[config.mk]
export PLATFORM = sky130hd
export DESIGN_NAME = alu_sequencer
export DESIGN_NICKNAME = d
export VERILOG_FILES = /design/src/rtl/alu_sequencer.sv
export SDC_FILE = /design/constraint.sdc
export NUM_CORES = 1
export LEC_CHECK = 0
export ABC_AREA = 1
export BUFFER_PORTS_ARGS = -buffer_cell sky130_fd_sc_hd__buf_2
export CAP_MARGIN = 20
export CELL_PAD_IN_SITES_DETAIL_PLACEMENT = 1
export CELL_PAD_IN_SITES_GLOBAL_PLACEMENT = 2
export CORE_MARGIN = 2
export CORE_UTILIZATION = 27
export CTS_BUF_LIST = sky130_fd_sc_hd__clkbuf_8
export CTS_CLUSTER_DIAMETER = 100
export DETAILED_ROUTE_END_ITERATION = 12
export GPL_TIMING_DRIVEN = 1
export PLACE_DENSITY = 0.85
export SYNTH_ARGS = -nofsm -noshare
export SYNTH_HDL_FRONTEND = slang
export SYNTH_SLANG_ARGS = --single-unit
[constraint.sdc]
create_clock -name clk -period 1.6 [get_ports clk]
set_clock_uncertainty 0.2 [all_clocks]
set_input_delay 0.16 -clock clk [delete_from_list [all_inputs] [get_ports clk]]
set_output_delay 0.16 -clock clk [all_outputs]
set_load 0.05 [all_outputs]
[src/rtl/alu_sequencer.sv]
// alu_sequencer: multi-cycle control FSM that drives the ALU datapath.
// It takes one request at a time, puts operand A into the ALU input buffer and
// operand B straight into the ALU, then writes the result back and reports
// completion. It also sequences the dedicated PC-increment operation.
module alu_sequencer #(
    parameter int unsigned REG_ADDR_W = 4,
    parameter int unsigned PC_INDEX   = 15
) (
    input  logic                  clk,
    input  logic                  reset_b,
    input  logic                  req_valid,
    output logic                  req_ready,
    input  logic                  req_pc_inc,
    input  logic                  req_no_wb,
    input  logic [3:0]            req_op_code,
    input  logic [4:0]            req_shift,
    input  logic                  req_carry_in,
    input  logic [REG_ADDR_W-1:0] req_src_a,
    input  logic [REG_ADDR_W-1:0] req_src_b,
    input  logic [REG_ADDR_W-1:0] req_dst,
    input  logic                  error_detect,
    output logic [REG_ADDR_W-1:0] bus_src_sel,
    output logic                  bus_src_alu,
    output logic                  input_buffer_load,
    output logic                  output_buffer_load,
    output logic                  pc_update_control,
    output logic                  forced_add,
    output logic [3:0]            op_code,
    output logic [4:0]            shift,
    output logic                  carry_in,
    output logic                  reg_write_en,
    output logic [REG_ADDR_W-1:0] reg_write_addr,
    output logic                  done_valid,
    output logic                  done_error
);

    localparam logic [REG_ADDR_W-1:0] PcAddr = REG_ADDR_W'(PC_INDEX);

    typedef enum logic [2:0] {
        StIdle,
        StLoadA,
        StExec,
        StPcExec,
        StWb,
        StDone
    } state_t;

    state_t state_q, state_d;

    logic                  pc_inc_q;
    logic                  no_wb_q;
    logic [3:0]            op_code_q;
    logic [4:0]            shift_q;
    logic                  carry_in_q;
    logic [REG_ADDR_W-1:0] src_a_q;
    logic [REG_ADDR_W-1:0] src_b_q;
    logic [REG_ADDR_W-1:0] dst_q;

    logic accept;

    assign accept = req_valid && req_ready;

    // State register.
    always_ff @(posedge clk or negedge reset_b) begin
        if (!reset_b) begin
            state_q <= StIdle;
        end else begin
            state_q <= state_d;
        end
    end

    // Request holding register, loaded only on the accept edge so that fields
    // presented while busy never bleed into the running operation.
    always_ff @(posedge clk or negedge reset_b) begin
        if (!reset_b) begin
            pc_inc_q   <= 1'b0;
            no_wb_q    <= 1'b0;
            op_code_q  <= '0;
            shift_q    <= '0;
            carry_in_q <= 1'b0;
            src_a_q    <= '0;
            src_b_q    <= '0;
            dst_q      <= '0;
        end else if (accept) begin
            pc_inc_q   <= req_pc_inc;
            no_wb_q    <= req_no_wb;
            op_code_q  <= req_op_code;
            shift_q    <= req_shift;
            carry_in_q <= req_carry_in;
            src_a_q    <= req_src_a;
            src_b_q    <= req_src_b;
            dst_q      <= req_dst;
        end
    end

    // Next-state logic.
    always_comb begin
        state_d = state_q;
        unique case (state_q)
            StIdle: begin
                if (accept) begin
                    state_d = req_pc_inc ? StPcExec : StLoadA;
                end
            end
            StLoadA:  state_d = StExec;
            StExec:   state_d = no_wb_q ? StDone : StWb;
            StPcExec: state_d = StWb;
            StWb:     state_d = StDone;
            StDone:   state_d = StIdle;
            default:  state_d = StIdle;
        endcase
    end

    // Moore output decode from state and holding register.
    always_comb begin
        req_ready          = 1'b0;
        bus_src_sel        = '0;
        bus_src_alu        = 1'b0;
        input_buffer_load  = 1'b0;
        output_buffer_load = 1'b0;
        pc_update_control  = 1'b0;
        forced_add         = 1'b0;
        op_code            = '0;
        shift              = '0;
        carry_in           = 1'b0;
        reg_write_en       = 1'b0;
        reg_write_addr     = '0;
        done_valid         = 1'b0;
        done_error         = 1'b0;
        unique case (state_q)
            StIdle: begin
                req_ready = 1'b1;
            end
            StLoadA: begin
                bus_src_sel       = src_a_q;
                input_buffer_load = 1'b1;
            end
            StExec: begin
                bus_src_sel        = src_b_q;
                output_buffer_load = 1'b1;
                op_code            = op_code_q;
                shift              = shift_q;
                carry_in           = carry_in_q;
            end
            StPcExec: begin
                bus_src_sel        = PcAddr;
                pc_update_control  = 1'b1;
                forced_add         = 1'b1;
                output_buffer_load = 1'b1;
            end
            StWb: begin
                bus_src_alu    = 1'b1;
                reg_write_addr = pc_inc_q ? PcAddr : dst_q;
                // error_detect already holds the flag of the result being written.
                reg_write_en   = ~error_detect;
            end
            StDone: begin
                done_valid = 1'b1;
                done_error = error_detect;
            end
            default: begin
                req_ready = 1'b0;
            end
        endcase
    end

endmodule
==> results.md, run 1 <==
* Run status: finished, violations left
* Failing checks: negative setup slack
* Area Growth Syn to Fin at 91.1%
* Yosys cell types at 18
* Final nets at 308
* Met2 Use GR at 0.317
* Initial DRC Count at 58
* IO buf count at 54
* Cells after DPL at 303
* Synth top area share at 0.475
* Via-per-instance ratio at 4.58
* VDD IR max at 0.000972 V
* RSZ-0062 raised after global routing: true
* CTS Buf Count at 3
* Fin crit period at 1.83 ns
* Setup WS pre-CTS at -0.0209 ns
* Setup violators final at 27
* Fin cells at 349
* Fin util at 0.532
* Slew @ Worst Pin at 0.479 ns
* Crit path launch type: flop
* CTS H-tree lvls at 1
* Syn. warnings at 0
* Maxcap violations at 0
* Ports at 55
* Final WS setup at -0.226 ns
* Yosys top cell by area: dfrtp_1
* Max Root-Sink Buffers at 2
* Final instance area at 2720 µm²
* Crit Path Max Fanout at 4
* Hold Crit Class: in2async
* Final Routed Wirelength at 5430 µm
* Mapped Cells at 177
* Slew margin rel. at 0.681
* TritonCTS clock tree: built
* Tcrit/Tclk final at 1.14
* Detailed-route via count at 1,600
* Aggregate global-route resource usage at 0.176
* Fin. Hold Viols at 0
* Post-DP HPWL at 3020 µm
* Root Driver: clkbuf_8
* Seq/Total Area, Yosys at 0.475
* Clock sink count at 27
* Setup TNS at -4.82 ns
* Critical Setup Path Class: reg2out
* Row count at 26
* Syn nets at 205
* PD cells at 2020 nW/µm²
* Max Fclk at 0.548 GHz
* Met1 Usage GRT at 0.216
* Clock Pin Slew Worst Setup and Hold Paths at 0.10 ns
* Final ANT Viol Nets at 0
* Area after DPL at 1900 µm²
* Area of the die at 5860 µm²
* #FFs+latches synth at 27
* Share of layout cells above drive strength 1 at 0.470
* Critical Path End Type: output pin
* Worst Path Arrival at 1.47 ns
* Initial cell density of the core at 0.278
* Residual DRC at 0
* Die width at 76.6 µm
* First-pass GRT wire length at 8220 µm
* Antenna Cells at 0
* Synthesized area at 1420 µm²
* Ranking of synthesized cells by area: dfrtp_1, nand2_1, nand4_1, nor2_1, inv_1
* Gr busiest metal: met2
* Die H at 76.6 µm
* Final GP Congestion at 0.751
* Gr ovfl total at 0
* Slew Viols, Final at 0
* Grt met3 use at 0.0190
* Worst path required time at 1.24 ns
* Vias in the first global route at 1,712
* Clock latency at the later pin of the worst-skew pair at 0.27 ns
* Largest net degree at the start of global routing at 25
* Initial antenna violation count at 0
* Leak at 0.00130 µW
* Core area at 5110 µm²
* Pre-Repair DR Iteration Count at 4
* Synthesized area per cell at 8.03 µm²
* WL per Instance at 15.6 µm
[where the power goes]
part | total, µW | internal (µW) | switching, µW
logic | 3830 | 1490 | 2340
registers | 1270 | 1010 | 260
clock network | 395 | 175 | 221
[cells in the final DEF (no fill, tap or decap), types with 3 or more instances in the layout]
cell type      Yosys  final
nand2_1           62     56
buf_2              3     27
buf_6              3     26
dlygate4sd3_1      0     25
nand4_1           24     24
dfrtp_1           27     24
nor2_4             1     17
buf_4              1     15
inv_1             15     10
buf_8              0      9
nor2_1            24      6
o21ai_2            0      4
nand2_2            0      4
nand3_4            1      4
clkbuf_8           3      3
buf_12             0      3
dfrtp_2            0      3
[layout make-up]
class | instances | area [µm²]
fill | 595 | 2390
timing repair buffer | 105 | 986
multi-input combinational | 126 | 833
sequential | 27 | 679
tap | 70 | 87.6
inverter | 17 | 83.8
clock buffer | 3 | 41.3
clock inverter | 1 | 5.00
[kinds of logic (layout without fill, tap and decap cells)]
group           Yosys count  in the layout  share of synthesized area
compound gates            6              6                     0.0211
buf+inv                  28            126                      0.116
flops                    27             27                      0.475
simple gates            116            120                      0.387
[stage by stage]
step                hold WS (ns)  total power [µW]
global route               0.156              5810
detailed placement        -0.108              3790
floorplan                 -0.336              3190
CTS                       0.0981              5080
finish                     0.119              5490
global placement          -0.110              3730
[final timing paths]
kind,from,to,slack (ns),depth (start not counted)
hold / removal,reset_b,dst_q[1]$_DFFE_PN0P_,0.12,2
hold reg to reg,shift_q[2]$_DFFE_PN0P_,shift_q[2]$_DFFE_PN0P_,0.28,2
min in group clk,req_valid,dst_q[1]$_DFFE_PN0P_,0.17,3
setup reg to reg,state_q[1]$_DFFE_PN0P_,src_a_q[3]$_DFFE_PN0P_,0.05,6
setup / recovery,state_q[1]$_DFFE_PN0P_,bus_src_sel[3],-0.23,7
max in group asynchronous,reset_b,src_b_q[1]$_DFFE_PN0P_,0.68,3
[flip-flops by register name, summed over array words and instances, names as in the netlist]
name	count
shift_q	5
carry_in_q	1
dst_q	4
op_code_q	4
no_wb_q	1
src_b_q	4
src_a_q	4
state_q	3
pc_inc_q	1
[timing repair]
action / in CTS / in global routing
hold buffers: 25 / 0
gates resized for setup: 88 / 18
buffers inserted: 9 / 4
cloned: 1 / 3
endpoints found under the hold margin: 51 / 0
pin swaps: 6 / 2
endpoints found under the setup margin: 27 / 51
[routing by layer]
layer	wire length (µm)	share of wire
met5	0	0
met4	107	0.020
met3	124	0.023
met2	3030	0.56
met1	2170	0.40
[synth_stat cells (all sizes together)]
master  count
nor2       26
nand4      24
o21ai       6
clkbuf      4
dfrtp      27
nand3       2
inv        17
nor3b       1
nand2      63
buf         7
[worst max-delay path, stage by stage, from the launching register on]
cell and delay [ns]:
dfrtp_2 0.44, inv_2 0.07, nor2_4 0.12, buf_12 0.15, buf_6 0.12, o21ai_2 0.07
nand2_2 0.08, buf_8 0.14
Power figures use the tool's default switching activity.
==> run 2, diff against run 1 <==
--- a/config.mk
+++ b/config.mk
@@ -10,6 +10,7 @@
 export CAP_MARGIN = 20
 export CELL_PAD_IN_SITES_DETAIL_PLACEMENT = 1
 export CELL_PAD_IN_SITES_GLOBAL_PLACEMENT = 2
+export CORE_ASPECT_RATIO = 0.6
 export CORE_MARGIN = 2
 export CORE_UTILIZATION = 27
 export CTS_BUF_LIST = sky130_fd_sc_hd__clkbuf_8
@@ -17,6 +18,7 @@
 export DETAILED_ROUTE_END_ITERATION = 12
 export GPL_TIMING_DRIVEN = 1
 export PLACE_DENSITY = 0.85
+export SLEW_MARGIN = 15
 export SYNTH_ARGS = -nofsm -noshare
 export SYNTH_HDL_FRONTEND = slang
 export SYNTH_SLANG_ARGS = --single-unit
==> run 2 against run 1 <==
  * The flow still finishes with violations (negative setup slack)
  * Non-clock buffer count down 9
  * Register-to-register slack about the same
  * Sequential share of layout area up 1.9 points
  * Core utilization fell by 3.2 points
  * Largest power group unchanged
==> results.md, run 2 (synthesis gave the netlist of run 1 again) <==
* WHS Endpoint: state_q[1]$_DFFE_PN0P_
* Launching point of the worst reg2reg path: state_q[0]$_DFFE_PN0P_
* Root Driver: clkbuf_8
* Setup WS pre-CTS at -0.0706 ns (-0.0498 ns)
* Leak at 0.00123 µW (-5.1%)
* Area Growth Syn to Fin at 77.6%
* CTS Buf Count at 3 (unchanged)
* CTS H-tree lvls at 1 (unchanged)
* Commonest non-fill, non-tap cell in the layout: nand2_1
* Max Root-Sink Buffers at 2 (unchanged)
* Area of the die at 5880 µm² (+0.33%)
* Final ANT Viol Nets at 0 (unchanged)
* Pre-Repair DR Iteration Count at 4 (unchanged)
* Hold Path Cell Cnt at 3
* Die width at 97.7 µm (+28%)
* Fin. Hold Viols at 0 (unchanged)
* Fillers at 584 (-1.8%)
* Fin crit period at 1.81 ns (-0.0128 ns)
* Initial DRC Count at 69 (+19%)
* Worst reg2reg setup slack at 0.05 ns (about the same)
* Most frequent cells in the layout: nand2_1, buf_2, dlygate4sd3_1
* Initial antenna violation count at 0 (unchanged)
* R2R Path End: carry_in_q$_DFFE_PN0P_
* Critical Path End Type: output pin
* Hold Startpoint: req_valid
* Worst path required time at 1.24 ns (about the same)
* Hold Crit Class: in2reg
* Slew @ Worst Pin at 0.648 ns (+0.169 ns)
* Final WS setup at -0.213 ns (+0.0128 ns)
* Critical Setup Path Class: reg2out
* Post-DP HPWL at 3240 µm (+7.3%)
* Core area at 5050 µm² (-1.0%)
* First-pass GRT wire length at 8270 µm (+0.68%)
* Clock latency at the later pin of the worst-skew pair at 0.27 ns (about the same)
* Slew Viols, Final at 0 (unchanged)
* Worst Path Arrival at 1.45 ns (-0.02 ns)
* Clock Pin Slew Worst Setup and Hold Paths at 0.09 ns (about the same)
* Final Routed Wirelength at 5180 µm (-4.7%)
* Top reg by flops: shift_q
* Largest net degree at the start of global routing at 28 (+12%)
* Final nets at 298 (-3.2%)
* IO buf count at 54 (unchanged)
* Detailed-route via count at 1,562 (-2.4%)
* Setup TNS at -3.96 ns (+0.864 ns)
* Ports at 55 (unchanged)
* Max reg flops at 5 (unchanged)
* Row count at 20 (-23%)
* Via-per-instance ratio at 4.66 (+1.7%)
* Share of layout cells above drive strength 1 at 0.428 (-0.0420)
* Setup violators final at 27 (unchanged)
* Crit Path Max Fanout at 5 (+1)
* VDD IR max at 0.000655 V (-33%)
* TritonCTS clock tree: built
* Max Fclk at 0.552 GHz (+0.71%)
* Vias in the first global route at 1,638 (-4.3%)
* PD cells at 1980 nW/µm² (-1.9%)
* Failing checks: negative setup slack
* Final GP Congestion at 0.755 (+0.56%)
* WL per Instance at 15.5 µm (-0.73%)
* Tcrit/Tclk final at 1.13 (-0.00799)
* Initial cell density of the core at 0.281 (+0.00289)
* Reg2Reg Depth at 6 (unchanged)
* Run status: finished, violations left
* Crit path launch type: flop
* Aggregate global-route resource usage at 0.180 (+0.00396)
* Tot Pwr at 5010 µW (-8.8%)
* RSZ-0062 raised after global routing: true
* Maxcap violations at 0 (unchanged)
* Clock sink count at 27 (unchanged)
* Residual DRC at 0 (unchanged)
* Gr ovfl total at 0 (unchanged)
* Slew margin rel. at 0.568 (-0.113)
* Die H at 60.2 µm (-21%)
* Antenna Cells at 0 (unchanged)
==> run 2: cell types whose count changed in the layout (fill, tap and decap cells not counted), moves of 2 or more <==
cell / delta
buf_12: -3
o21ai_2: -4
inv_6: -2
inv_2: +2
nor2_4: -4
buf_6: -12
nor2_2: +3
buf_8: +5
o21ai_1: +4
==> run 2: how the worst max path moves through the flow <==
stage,from,cells past startpoint,endpoint
detailed placement,state_q[0]$_DFFE_PN0P_,5,dst_q[1]$_DFFE_PN0P_
global placement,state_q[0]$_DFFE_PN0P_,4,op_code[1]
global route,state_q[1]$_DFFE_PN0P_,6,op_code[1]
floorplan,state_q[1]$_DFFE_PN0P_,5,pc_update_control
finish,state_q[1]$_DFFE_PN0P_,6,bus_src_sel[2]
CTS,state_q[1]$_DFFE_PN0P_,6,pc_update_control
==> run 2: critical path: stages (launching register included) <==
cell,delay (ns)
dfrtp_2,0.47
nor2_1,0.17
nand2_1,0.10
clkinvlp_4,0.14
nand2_1,0.07
nand2_2,0.08
buf_8,0.14
==> run 2: per-layer routing <==
metal | up-vias | global-route usage | part of all wire
met2 | 39 | 0.314 | 0.48
met3 | 2 | 0.0398 | 0.038
met1 | 757 | 0.245 | 0.48
li1 | 764 | - | -
met5 | - | 0 | 0
met4 | 0 | 0.00595 | 0.0046
==> run 2: repair_timing <==
action,4_1_cts,5_1_grt
hold endpoints to repair,51,0
hold buffers,25,0
setup buffers,6,3
endpoints found under the setup margin,52,29
cloned,1,2
pin swaps,5,0
resized for setup,76,12
==> run 2: per-stage QoR <==
step | hold WS (ns) | util | std cells | instance area, µm²
after global routing | 0.173 | 0.500 | 335 | 2520
after floorplan | -0.336 | - | 177 | 1540
after CTS | 0.126 | 0.480 | 330 | 2430
final | 0.167 | 0.500 | 335 | 2520
after global placement | 0.0150 | 0.367 | 295 | 1850
after detailed placement | 0.0274 | 0.367 | 295 | 1850
==> run 2: report_power, final <==
| part | internal (µW) | total (µW) | switching [µW] |
|---|---|---|---|
| logic | 1220 | 3340 | 2120 |
| registers | 1010 | 1270 | 262 |
| clock network | 175 | 398 | 223 |
==> run 2: layout make-up <==
cell class                 instances  area (µm²)  share of cell area
sequential                        27         679               0.269
multi-input combinational        125         773               0.306
timing repair buffer              96         873               0.346
inverter                          17        70.1              0.0278
clock buffer                       3        41.3              0.0164
tap                               66        82.6              0.0327
clock inverter                     1        5.00             0.00198
==> run 3, diff against run 2 <==
--- a/config.mk
+++ b/config.mk
@@ -18,6 +18,7 @@
 export DETAILED_ROUTE_END_ITERATION = 12
 export GPL_TIMING_DRIVEN = 1
 export PLACE_DENSITY = 0.85
+export SETUP_SLACK_MARGIN = 0.02
 export SLEW_MARGIN = 15
 export SYNTH_ARGS = -nofsm -noshare
 export SYNTH_HDL_FRONTEND = slang
==> constraint.sdc (replaced) <==
create_clock -name clk -period 1.6 [get_ports clk]
set_clock_uncertainty 0.2 [all_clocks]
set_input_delay 0.32 -clock clk [delete_from_list [all_inputs] [get_ports clk]]
set_output_delay 0.32 -clock clk [all_outputs]
set_load 0.05 [all_outputs]
==> run 3 against run 2 <==
  * The run still ends with negative setup slack left
  * Wire length increased by 9.3%
  * Via count decreased by 0.51%
  * Sequential share of layout area decreased by 1.7 points
  * Core utilization increased by 3.4 points
  * Fmax decreased by 13%
  * Final cell count decreased by 1.2%
  * Hold slack got worse by 0.082 ns
  * Die area unchanged
  * Flip-flop and latch count unchanged
==> results.md, run 3 (synthesis gave the netlist of run 1 again) <==
* Worst-path cell chain: buf_6, nor2_4, nand2_2, clkinvlp_4, nand2_1, nand2_2, buf_8
* Tot Pwr at 6060 µW (+21%)
* First-pass GRT wire length at 7870 µm (-4.8%)
* Fin crit period at 2.08 ns (+0.263 ns)
* IO buf count at 54 (unchanged)
* Final WS setup at -0.476 ns (-0.263 ns)
* Max Fclk at 0.482 GHz (-13%)
* CTS Buf Count at 3 (unchanged)
* Setup violators final at 52 (+93%)
* Critical Path End Type: output pin
* PD cells at 2250 nW/µm² (+13%)
* Commonest non-fill, non-tap cell in the layout: nand2_1
* Slew Viols, Final at 0 (unchanged)
* Final GP Congestion at 0.755 (about the same)
* CP bufs+invs at 3 (+1)
* Vias in the first global route at 1,585 (-3.2%)
* Clock Pin Slew Worst Setup and Hold Paths at 0.10 ns (about the same)
* Fin util at 0.533 (+0.0339)
* Cells after DPL at 303 (+2.7%)
* CTS H-tree lvls at 1 (unchanged)
* Die width at 97.7 µm (unchanged)
* Root Driver: clkbuf_8
* Die H at 60.2 µm (unchanged)
* Final nets at 294 (-1.3%)
* Share of layout cells above drive strength 1 at 0.623 (+0.195)
* Worst path required time at 1.08 ns (-0.16 ns)
* Antenna Cells at 0 (unchanged)
* Most frequent cells in the layout: nand2_1, nand2_2, buf_2
* Via-per-instance ratio at 4.69 (+0.69%)
* Setup WS pre-CTS at -0.159 ns (-0.0888 ns)
* Post-DP HPWL at 3060 µm (-5.5%)
* Internal power at 3020 µW (+26%)
* Final instance area at 2700 µm² (+6.8%)
* Crit Path Max Fanout at 5 (unchanged)
* Aggregate global-route resource usage at 0.174 (-0.00540)
* Worst Path Arrival at 1.56 ns (+0.11 ns)
* Initial antenna violation count at 0 (unchanged)
* Tcrit/Tclk final at 1.30 (+0.165)
* Initial cell density of the core at 0.281 (unchanged)
* Pre-Repair DR Iteration Count at 4 (unchanged)
* Detailed-route via count at 1,554 (-0.51%)
* Cell repeated most along the worst path: nand2_2
* CP max stage delay at 0.47 ns (about the same)
* VDD IR max at 0.000969 V (+48%)
* Failing checks: negative setup slack
* Gr ovfl total at 0 (unchanged)
* Switching Share at 0.502 (-0.0182)
* RSZ-0062 raised after global routing: true
* Largest net degree at the start of global routing at 29 (+3.6%)
* Final ANT Viol Nets at 0 (unchanged)
* Hold Crit Class: in2reg
* Crit path launch type: flop
* Fin. Hold Viols at 0 (unchanged)
* Slew @ Worst Pin at 0.503 ns (-0.145 ns)
* Power share of the clock group at 0.067 (-0.012)
* Max Root-Sink Buffers at 2 (unchanged)
* Gate power share at 0.715 (+0.048)
* Final Routed Wirelength at 5660 µm (+9.3%)
* Clock sink count at 27 (unchanged)
* Area of the die at 5880 µm² (unchanged)
* Slowest CP cell: dfrtp_2
* Critical Setup Path Class: reg2out
* P_sw at 3040 µW (+17%)
* Residual DRC at 0 (unchanged)
* Flop pwr share at 0.218 (-0.036)
* Row count at 20 (unchanged)
* Core area at 5050 µm² (unchanged)
* Fillers at 573 (-1.9%)
* Initial DRC Count at 58 (-16%)
* Run status: finished, violations left
* Clock latency at the later pin of the worst-skew pair at 0.28 ns (about the same)
* Slew margin rel. at 0.665 (+0.0968)
* Top reg by flops: shift_q
* Area Growth Syn to Fin at 89.7%
* Leak at 0.00128 µW (+3.5%)
* Critical path's top delay family: flip-flops
* Fin cells at 331 (-1.2%)
* WL per Instance at 17.1 µm (+11%)
* TritonCTS clock tree: built
* Maxcap violations at 0 (unchanged)
* Max reg flops at 5 (unchanged)
* Ports at 55 (unchanged)
* Area after DPL at 1960 µm² (+5.9%)
## run 3: per-layer routing
layer,global-route usage,wire length [µm],up-vias
met1,0.218,2620,755
met5,0,0,-
met4,0.0159,44,0
li1,-,-,756
met2,0.322,2780,39
met3,0.0433,207,4
## run 3: area by class of cell
type | instances | area (µm²) | share of cell area
clock buffers | 3 | 41.3 | 0.0153
clock inverters | 1 | 5.00 | 0.00186
inverters | 17 | 87.6 | 0.0325
multi-input cells | 126 | 908 | 0.337
flip-flops and latches | 27 | 679 | 0.252
well taps | 66 | 82.6 | 0.0306
repair buffers | 91 | 892 | 0.331
## run 3: worst paths after layout
kind,startpoint,slack (ns),endpoint,depth (start not counted)
max in group asynchronous,reset_b,0.39,src_a_q[2]$_DFFE_PN0P_,3
worst min register to register,shift_q[4]$_DFFE_PN0P_,0.29,shift_q[4]$_DFFE_PN0P_,2
min in group asynchronous,reset_b,0.33,shift_q[4]$_DFFE_PN0P_,2
worst max register to register,state_q[1]$_DFFE_PN0P_,-0.15,src_b_q[3]$_DFFE_PN0P_,8
worst min-delay path,req_dst[2],0.08,dst_q[2]$_DFFE_PN0P_,3
worst max-delay path,state_q[1]$_DFFE_PN0P_,-0.48,bus_src_sel[3],7
## run 3: repair_timing
| item | CTS | global route |
|---|---|---|
| setup buffers | 8 | 10 |
| resized for setup | 87 | 48 |
| pin swaps | 6 | 12 |
| endpoints found under the hold margin | 18 | 0 |
| cloned | 3 | 2 |
| hold buffers | 1 | 0 |
| endpoints found under the setup margin | 51 | 51 |
## run 3: power groups by stage
stage	clock [µW]	combinational [µW]	sequential (µW)
6_report	403	4330	1320
5_1_grt	436	4580	1370
4_1_cts	415	3570	1240
3_5_place_dp	0	2660	1250
3_3_place_gp	0	2620	1240
2_1_floorplan	0	2110	1190
## run 3: worst min-delay path, delay by kind of cell
kind | cells | cell delay, ns
simple gates | 2 | 0.13
buf+inv | 1 | 0.09
## run 3: metrics by stage
stage	TNS, ns	hold slack, ns
CTS	-8.72	0.0834
global placement	-5.08	0.105
global route	-15.01	0.0899
finish	-11.82	0.0848
detailed placement	-6.00	0.110
floorplan	-5.25	-0.176
